## src/rtl/csa_pkg.sv

```systemverilog
// csa_pkg: adder geometry and accumulator FSM states shared by the adder, its consumers and benches
package csa_pkg;
  localparam int CSA_SUM_W = 29;
  localparam int CSA_ADD_LAT = 2;
  typedef enum logic {S_IDLE, S_ACC} state_e;
endpackage

```

## src/rtl/valid_delay_line.sv

```systemverilog
// valid_delay_line: shift register that realigns a valid bit with a fixed-latency datapath
module valid_delay_line #(
  parameter int DEPTH = 2
) (
  input  logic             clk,
  input  logic             rstn,
  input  logic             flush,
  input  logic             in_valid,
  output logic             tap,
  output logic [DEPTH-1:0] line
);
  logic [DEPTH-1:0] line_q, line_d;
  always_comb begin
    line_d = flush ? '0 : DEPTH'({line_q, in_valid});
  end
  always_ff @(posedge clk) begin
    if (!rstn) line_q <= '0;
    else line_q <= line_d;
  end
  assign tap = line_q[DEPTH-1];
  assign line = line_q;
endmodule

```

## src/rtl/csa_sum_block_accum.sv

```systemverilog
// csa_sum_block_accum: sums BLOCK_LEN aligned adder outputs into saturating totals behind a one-entry valid/ready register
module csa_sum_block_accum
  import csa_pkg::*;
#(
  parameter int SUM_W = CSA_SUM_W,
  parameter int ADD_LAT = CSA_ADD_LAT,
  parameter int BLOCK_LEN = 4,
  parameter int ACC_W = 36
) (
  input  logic             clk,
  input  logic             rstn,
  input  logic             clr,
  input  logic             in_valid,
  input  logic [SUM_W-1:0] sum_in,
  output logic             out_valid,
  input  logic             out_ready,
  output logic [ACC_W-1:0] out_total,
  output logic             out_sat,
  output logic             ovf_err,
  output logic             busy
);
  localparam int CW = $clog2(BLOCK_LEN + 1);
  logic               tap;
  logic [ADD_LAT-1:0] line;
  state_e             state_q, state_d;
  logic [CW-1:0]      cnt_q, cnt_d;
  logic [ACC_W-1:0]   acc_q, acc_d, tot_q, tot_d, base, sum_tot;
  logic [ACC_W:0]     wide;
  logic               sat_q, sat_d, ov_q, ov_d, osat_q, osat_d, err_q, err_d;
  logic               v, last, done, pop, load, sum_sat;
  valid_delay_line #(.DEPTH(ADD_LAT)) u_dl (
    .clk(clk), .rstn(rstn), .flush(clr), .in_valid(in_valid), .tap(tap), .line(line)
  );
  always_comb begin
    v       = tap & ~clr;
    last    = int'(cnt_q) + 1 == BLOCK_LEN;
    done    = v & last;
    base    = state_q == S_ACC ? acc_q : '0;
    wide    = {1'b0, base} + (ACC_W+1)'(sum_in);
    sum_tot = wide[ACC_W] ? '1 : wide[ACC_W-1:0];
    sum_sat = wide[ACC_W] | (state_q == S_ACC & sat_q);
    state_d = clr | done ? S_IDLE : v ? S_ACC : state_q;
    cnt_d   = clr | done ? '0 : v ? cnt_q + CW'(1) : cnt_q;
    acc_d   = clr | done ? '0 : v ? sum_tot : acc_q;
    sat_d   = clr | done ? 1'b0 : v ? sum_sat : sat_q;
    pop     = ov_q & out_ready;
    load    = done & (~ov_q | pop);
    ov_d    = load | (ov_q & ~pop);
    tot_d   = load ? sum_tot : tot_q;
    osat_d  = load ? sum_sat : osat_q;
    err_d   = ~clr & (err_q | (done & ~load));
  end
  always_ff @(posedge clk) begin
    if (!rstn) begin
      state_q <= S_IDLE;
      cnt_q   <= '0;
      acc_q   <= '0;
      sat_q   <= 1'b0;
      ov_q    <= 1'b0;
      tot_q   <= '0;
      osat_q  <= 1'b0;
      err_q   <= 1'b0;
    end else begin
      state_q <= state_d;
      cnt_q   <= cnt_d;
      acc_q   <= acc_d;
      sat_q   <= sat_d;
      ov_q    <= ov_d;
      tot_q   <= tot_d;
      osat_q  <= osat_d;
      err_q   <= err_d;
    end
  end
  assign out_valid = ov_q;
  assign out_total = tot_q;
  assign out_sat   = osat_q;
  assign ovf_err   = err_q;
  assign busy      = (state_q == S_ACC) | (|line);
endmodule

```

## config.mk

```make
export PLATFORM = sky130hd
export DESIGN_NAME = csa_sum_block_accum
export DESIGN_NICKNAME = d
export VERILOG_FILES = /design/src/rtl/csa_pkg.sv /design/src/rtl/valid_delay_line.sv /design/src/rtl/csa_sum_block_accum.sv
export SDC_FILE = /design/constraint.sdc
export NUM_CORES = 1
export LEC_CHECK = 0
export ABC_AREA = 1
export ABC_CLOCK_PERIOD_IN_PS = 2900
export CAP_MARGIN = 20
export CORE_MARGIN = 5
export CORE_UTILIZATION = 40
export DETAILED_ROUTE_END_ITERATION = 10
export PLACE_DENSITY = 0.63
export SYNTH_ARGS = -nofsm -noshare
export SYNTH_HDL_FRONTEND = slang
export SYNTH_SLANG_ARGS = --single-unit
```

## constraint.sdc

```tcl
create_clock -name clk -period 2.9 [get_ports clk]
set_input_delay 0.435 -clock clk [delete_from_list [all_inputs] [get_ports clk]]
set_output_delay 0.435 -clock clk [all_outputs]
set_load 0.01 [all_outputs]
```

==> flow_summary.json <==
{
  "outcome": "finished, final reports clean",
  "netSwitchingPower_mw": 0.5891,
  "drt_iter0_drc": 442,
  "slew-limit-headroom": 0.4791,
  "ys_seq_elements": 82,
  "dominantRegCellSynth": "sky130_fd_sc_hd__dfxtp_1",
  "drt_first_pass_iters": 6,
  "worst-setup-path-type": "reg -> reg",
  "place.detailed.instances": 1203,
  "place_area_mm2": 0.007112,
  "grt_antenna_before_repair": 0,
  "fin_cells": 1219,
  "vias_per_cell": 4.846,
  "critical_path.startpoint_type": "flop",
  "cpMostUsedCell": "sky130_fd_sc_hd__nand2_1",
  "drt_wl_total_um": 17150,
  "syn_to_final_growth_pct": 23.38,
  "cp_slowest_cell": "sky130_fd_sc_hd__dfxtp_1",
  "floorplan.die.height_um": 133.0,
  "maxCapViolCount": 0,
  "start_util": 0.4022,
  "switching_fraction": 0.2212,
  "io_pins": 74,
  "clock_tree.htree_level_count": 3,
  "cpPeakStageDelay_ns": 0.40,
  "yosys.cell_types.count": 36,
  "rsz_0062_raised_after_global_routing": "false",
  "final_count_of_hold_timing_violations": 0,
  "cts_hold_buf": 0,
  "pwr-share-clk": 0.483,
  "hold_ws_ns": 0.4374,
  "synth.largest_area_cell": "sky130_fd_sc_hd__dfxtp_1",
  "path_clk_slew_ns": 0.06,
  "finish.utilization": 0.4963,
  "synth_enable_flop_cells": 0,
  "antenna_left": 0,
  "layout-drive-gt1-share": 0.1261,
  "postSynthCellCount": 946,
  "fin_crit_ns": 2.646,
  "resized_cells_post_cts": 0,
  "fraction_of_registers_with_async_set_reset": 0,
  "grt_max_degree": 74,
  "crit_required_ns": 3.12,
  "final_area_mm2": 0.007461,
  "clock_sinks": 82,
  "clock_tree.root_cell": "sky130_fd_sc_hd__clkbuf_16",
  "cts_buf_count": 9,
  "cts-root-to-sink-buffers": 2,
  "power.sequential.fraction": 0.425,
  "timing.critical_path.arrival_ns": 2.86,
  "finalSetupViolCount": 0,
  "holdCritPathClass": "reg -> reg",
  "yosysSeqAreaShare": 0.2715,
  "post_synthesis_mean_instance_area_um2": 6.392,
  "period_utilization": 0.9123,
  "post-cts-setup-buffer-count": 0,
  "syn-num-nets": 1012,
  "grt_overflow_total": 0,
  "critical_path_peak_fanout": 36,
  "max_slew.worst_pin.slew_ns": 0.7814,
  "grt_first_pass_wirelength_um": 27880,
  "ir_worst_vdd_v": 0.0003677,
  "total_leakage_power_nw": 3.798,
  "clkLatencyLatePin_ns": 0.33,
  "cellInternalPower_mw": 2.074,
  "num_vias": 5907,
  "worstPathCellList": "buf_12, nand2_1, inv_1, ha_1, nand2_1, inv_1, nand2_1, nand2_1, a21oi_1, nand2_1, nand2_1, nand3_4, buf_12, inv_1, nand3_1, nor2_1, nor2_1",
  "synth.top_cells.by_count": "sky130_fd_sc_hd__nand2_1 (274), sky130_fd_sc_hd__inv_1 (146), sky130_fd_sc_hd__dfxtp_1 (82)",
  "cpLargestDelayFamily": "simple AND/OR/NAND/NOR gates",
  "tritoncts": "yes",
  "summed_instance_area_of_the_synthesized_netlist_mm2": 0.006047,
  "post-synth-top-area-fraction": 0.2715,
  "antenna_cells": 0,
  "finalSetupTns_ns": 0,
  "placeableCoreArea_mm2": 0.01503,
  "nets": 1092,
  "numPortBuffers": 73,
  "worst-path-buf-inv": 5,
  "routed_wire_length_per_instance_um": 14.07,
  "globalRouteTotalUtil": 0.1950,
  "synth.yosys.warnings": 0,
  "power.combinational.fraction": 0.092,
  "std_cell_rows": 45,
  "finalMaxSlewViolations": 0,
  "die-area_mm2": 0.01768,
  "power_density_mw_per_mm2": 356.9,
  "synth_most_common_cell": "sky130_fd_sc_hd__nand2_1",
  "fmax_mhz": 378.0,
  "fin_worst_skew_ns": 0.008111,
  "detail_route.drc_violations": 0,
  "dieWidth_um": 133.0,
  "routabilityCongestion": 0.9308,
  "dp.final_hpwl_um": 13660,
  "cp-end-kind": "flop",
  "grt_pass1_vias": 5541,
  "ys_top_cells_by_area": "sky130_fd_sc_hd__dfxtp_1 (27%), sky130_fd_sc_hd__nand2_1 (17%), sky130_fd_sc_hd__inv_1 (9.1%)"
}
-- state kept, by name, summed over array words and instances, names as in the netlist --
register	flops
acc_q	36
cnt_q	3
out_valid	1
u_dl.line	2
out_sat	1
out_total	36
sat_q	1
state_q	1
ovf_err	1
-- cells by family (layout without fill, tap and decap cells) --
logic type / count (synthesis) / count (layout) / share of synthesized area
simple gates: 447 / 447 / 0.3321
buf+inv: 181 / 266 / 0.1213
compound gates: 185 / 185 / 0.1802
xor+xnor: 19 / 19 / 0.02752
flops: 82 / 82 / 0.2715
fa+ha+maj: 32 / 32 / 0.06745
-- cell usage in the layout, fill, tap and decap left out, types with 21 or more instances in the layout --
master / netlist / routed
sky130_fd_sc_hd__ha_1: 31 / 31
sky130_fd_sc_hd__clkdlybuf4s50_1: 0 / 73
sky130_fd_sc_hd__nor2_1: 79 / 77
sky130_fd_sc_hd__a21oi_2: 41 / 42
sky130_fd_sc_hd__a21oi_1: 59 / 58
sky130_fd_sc_hd__inv_1: 146 / 146
sky130_fd_sc_hd__o21ai_0: 71 / 71
sky130_fd_sc_hd__dfxtp_1: 82 / 82
sky130_fd_sc_hd__buf_4: 0 / 21
sky130_fd_sc_hd__nand2_1: 274 / 274
sky130_fd_sc_hd__nor2_4: 21 / 22
sky130_fd_sc_hd__nand3_1: 38 / 38
-- worst reg2reg max path, delay by kind of cell, from the launching register on --
kind            cells  cell delay [ns]
compound gates      1             0.17
fa+ha+maj           1             0.26
buf+inv             5             0.66
flops               1             0.40
simple gates       10             1.05
-- layout make-up --
type	instances	area, um^2
multi-input cells	683	3686
well taps	188	235.2
clock buffers	9	225.2
fillers	1530	7572
inverters	151	566.8
clock inverters	7	117.6
flip-flops and latches	82	1642
repair buffers	99	988.4
-- layer usage --
layer  track usage  vias to the layer above  wire (um)
met5             0                        -          0
met4       0.05254                        0        238
met3       0.02966                       15        800
met2        0.2853                      127       7184
met1        0.2953                     2640       8923
li1              -                     3125          -
-- power by group through the flow --
stage / registers, mW / logic (mW) / clock network (mW)
after floorplan: 1.16 / 0.139 / 0
after global placement: 1.16 / 0.242 / 0
after detailed placement: 1.16 / 0.241 / 0
after CTS: 1.13 / 0.243 / 1.32
after global routing: 1.13 / 0.268 / 1.36
final: 1.13 / 0.244 / 1.29
-- through the flow --
stage,power (mW),worst slack (ns)
6_report,2.663,0.2542
2_1_floorplan,1.295,0.5081
4_1_cts,2.691,0.1934
5_1_grt,2.762,0.004566
3_5_place_dp,1.398,0.04548
3_3_place_gp,1.399,0.05802
-- path summary, 6_finish.rpt --
check,from,slack [ns],depth (start not counted),endpoint
min reg2reg,u_dl.line[0],0.44,2,u_dl.line[1]
min,u_dl.line[0],0.44,2,u_dl.line[1]
max,state_q,0.25,17,out_total[34]
max reg2reg,state_q,0.25,17,out_total[34]
No activity file was read; power rests on OpenSTA's default activity.
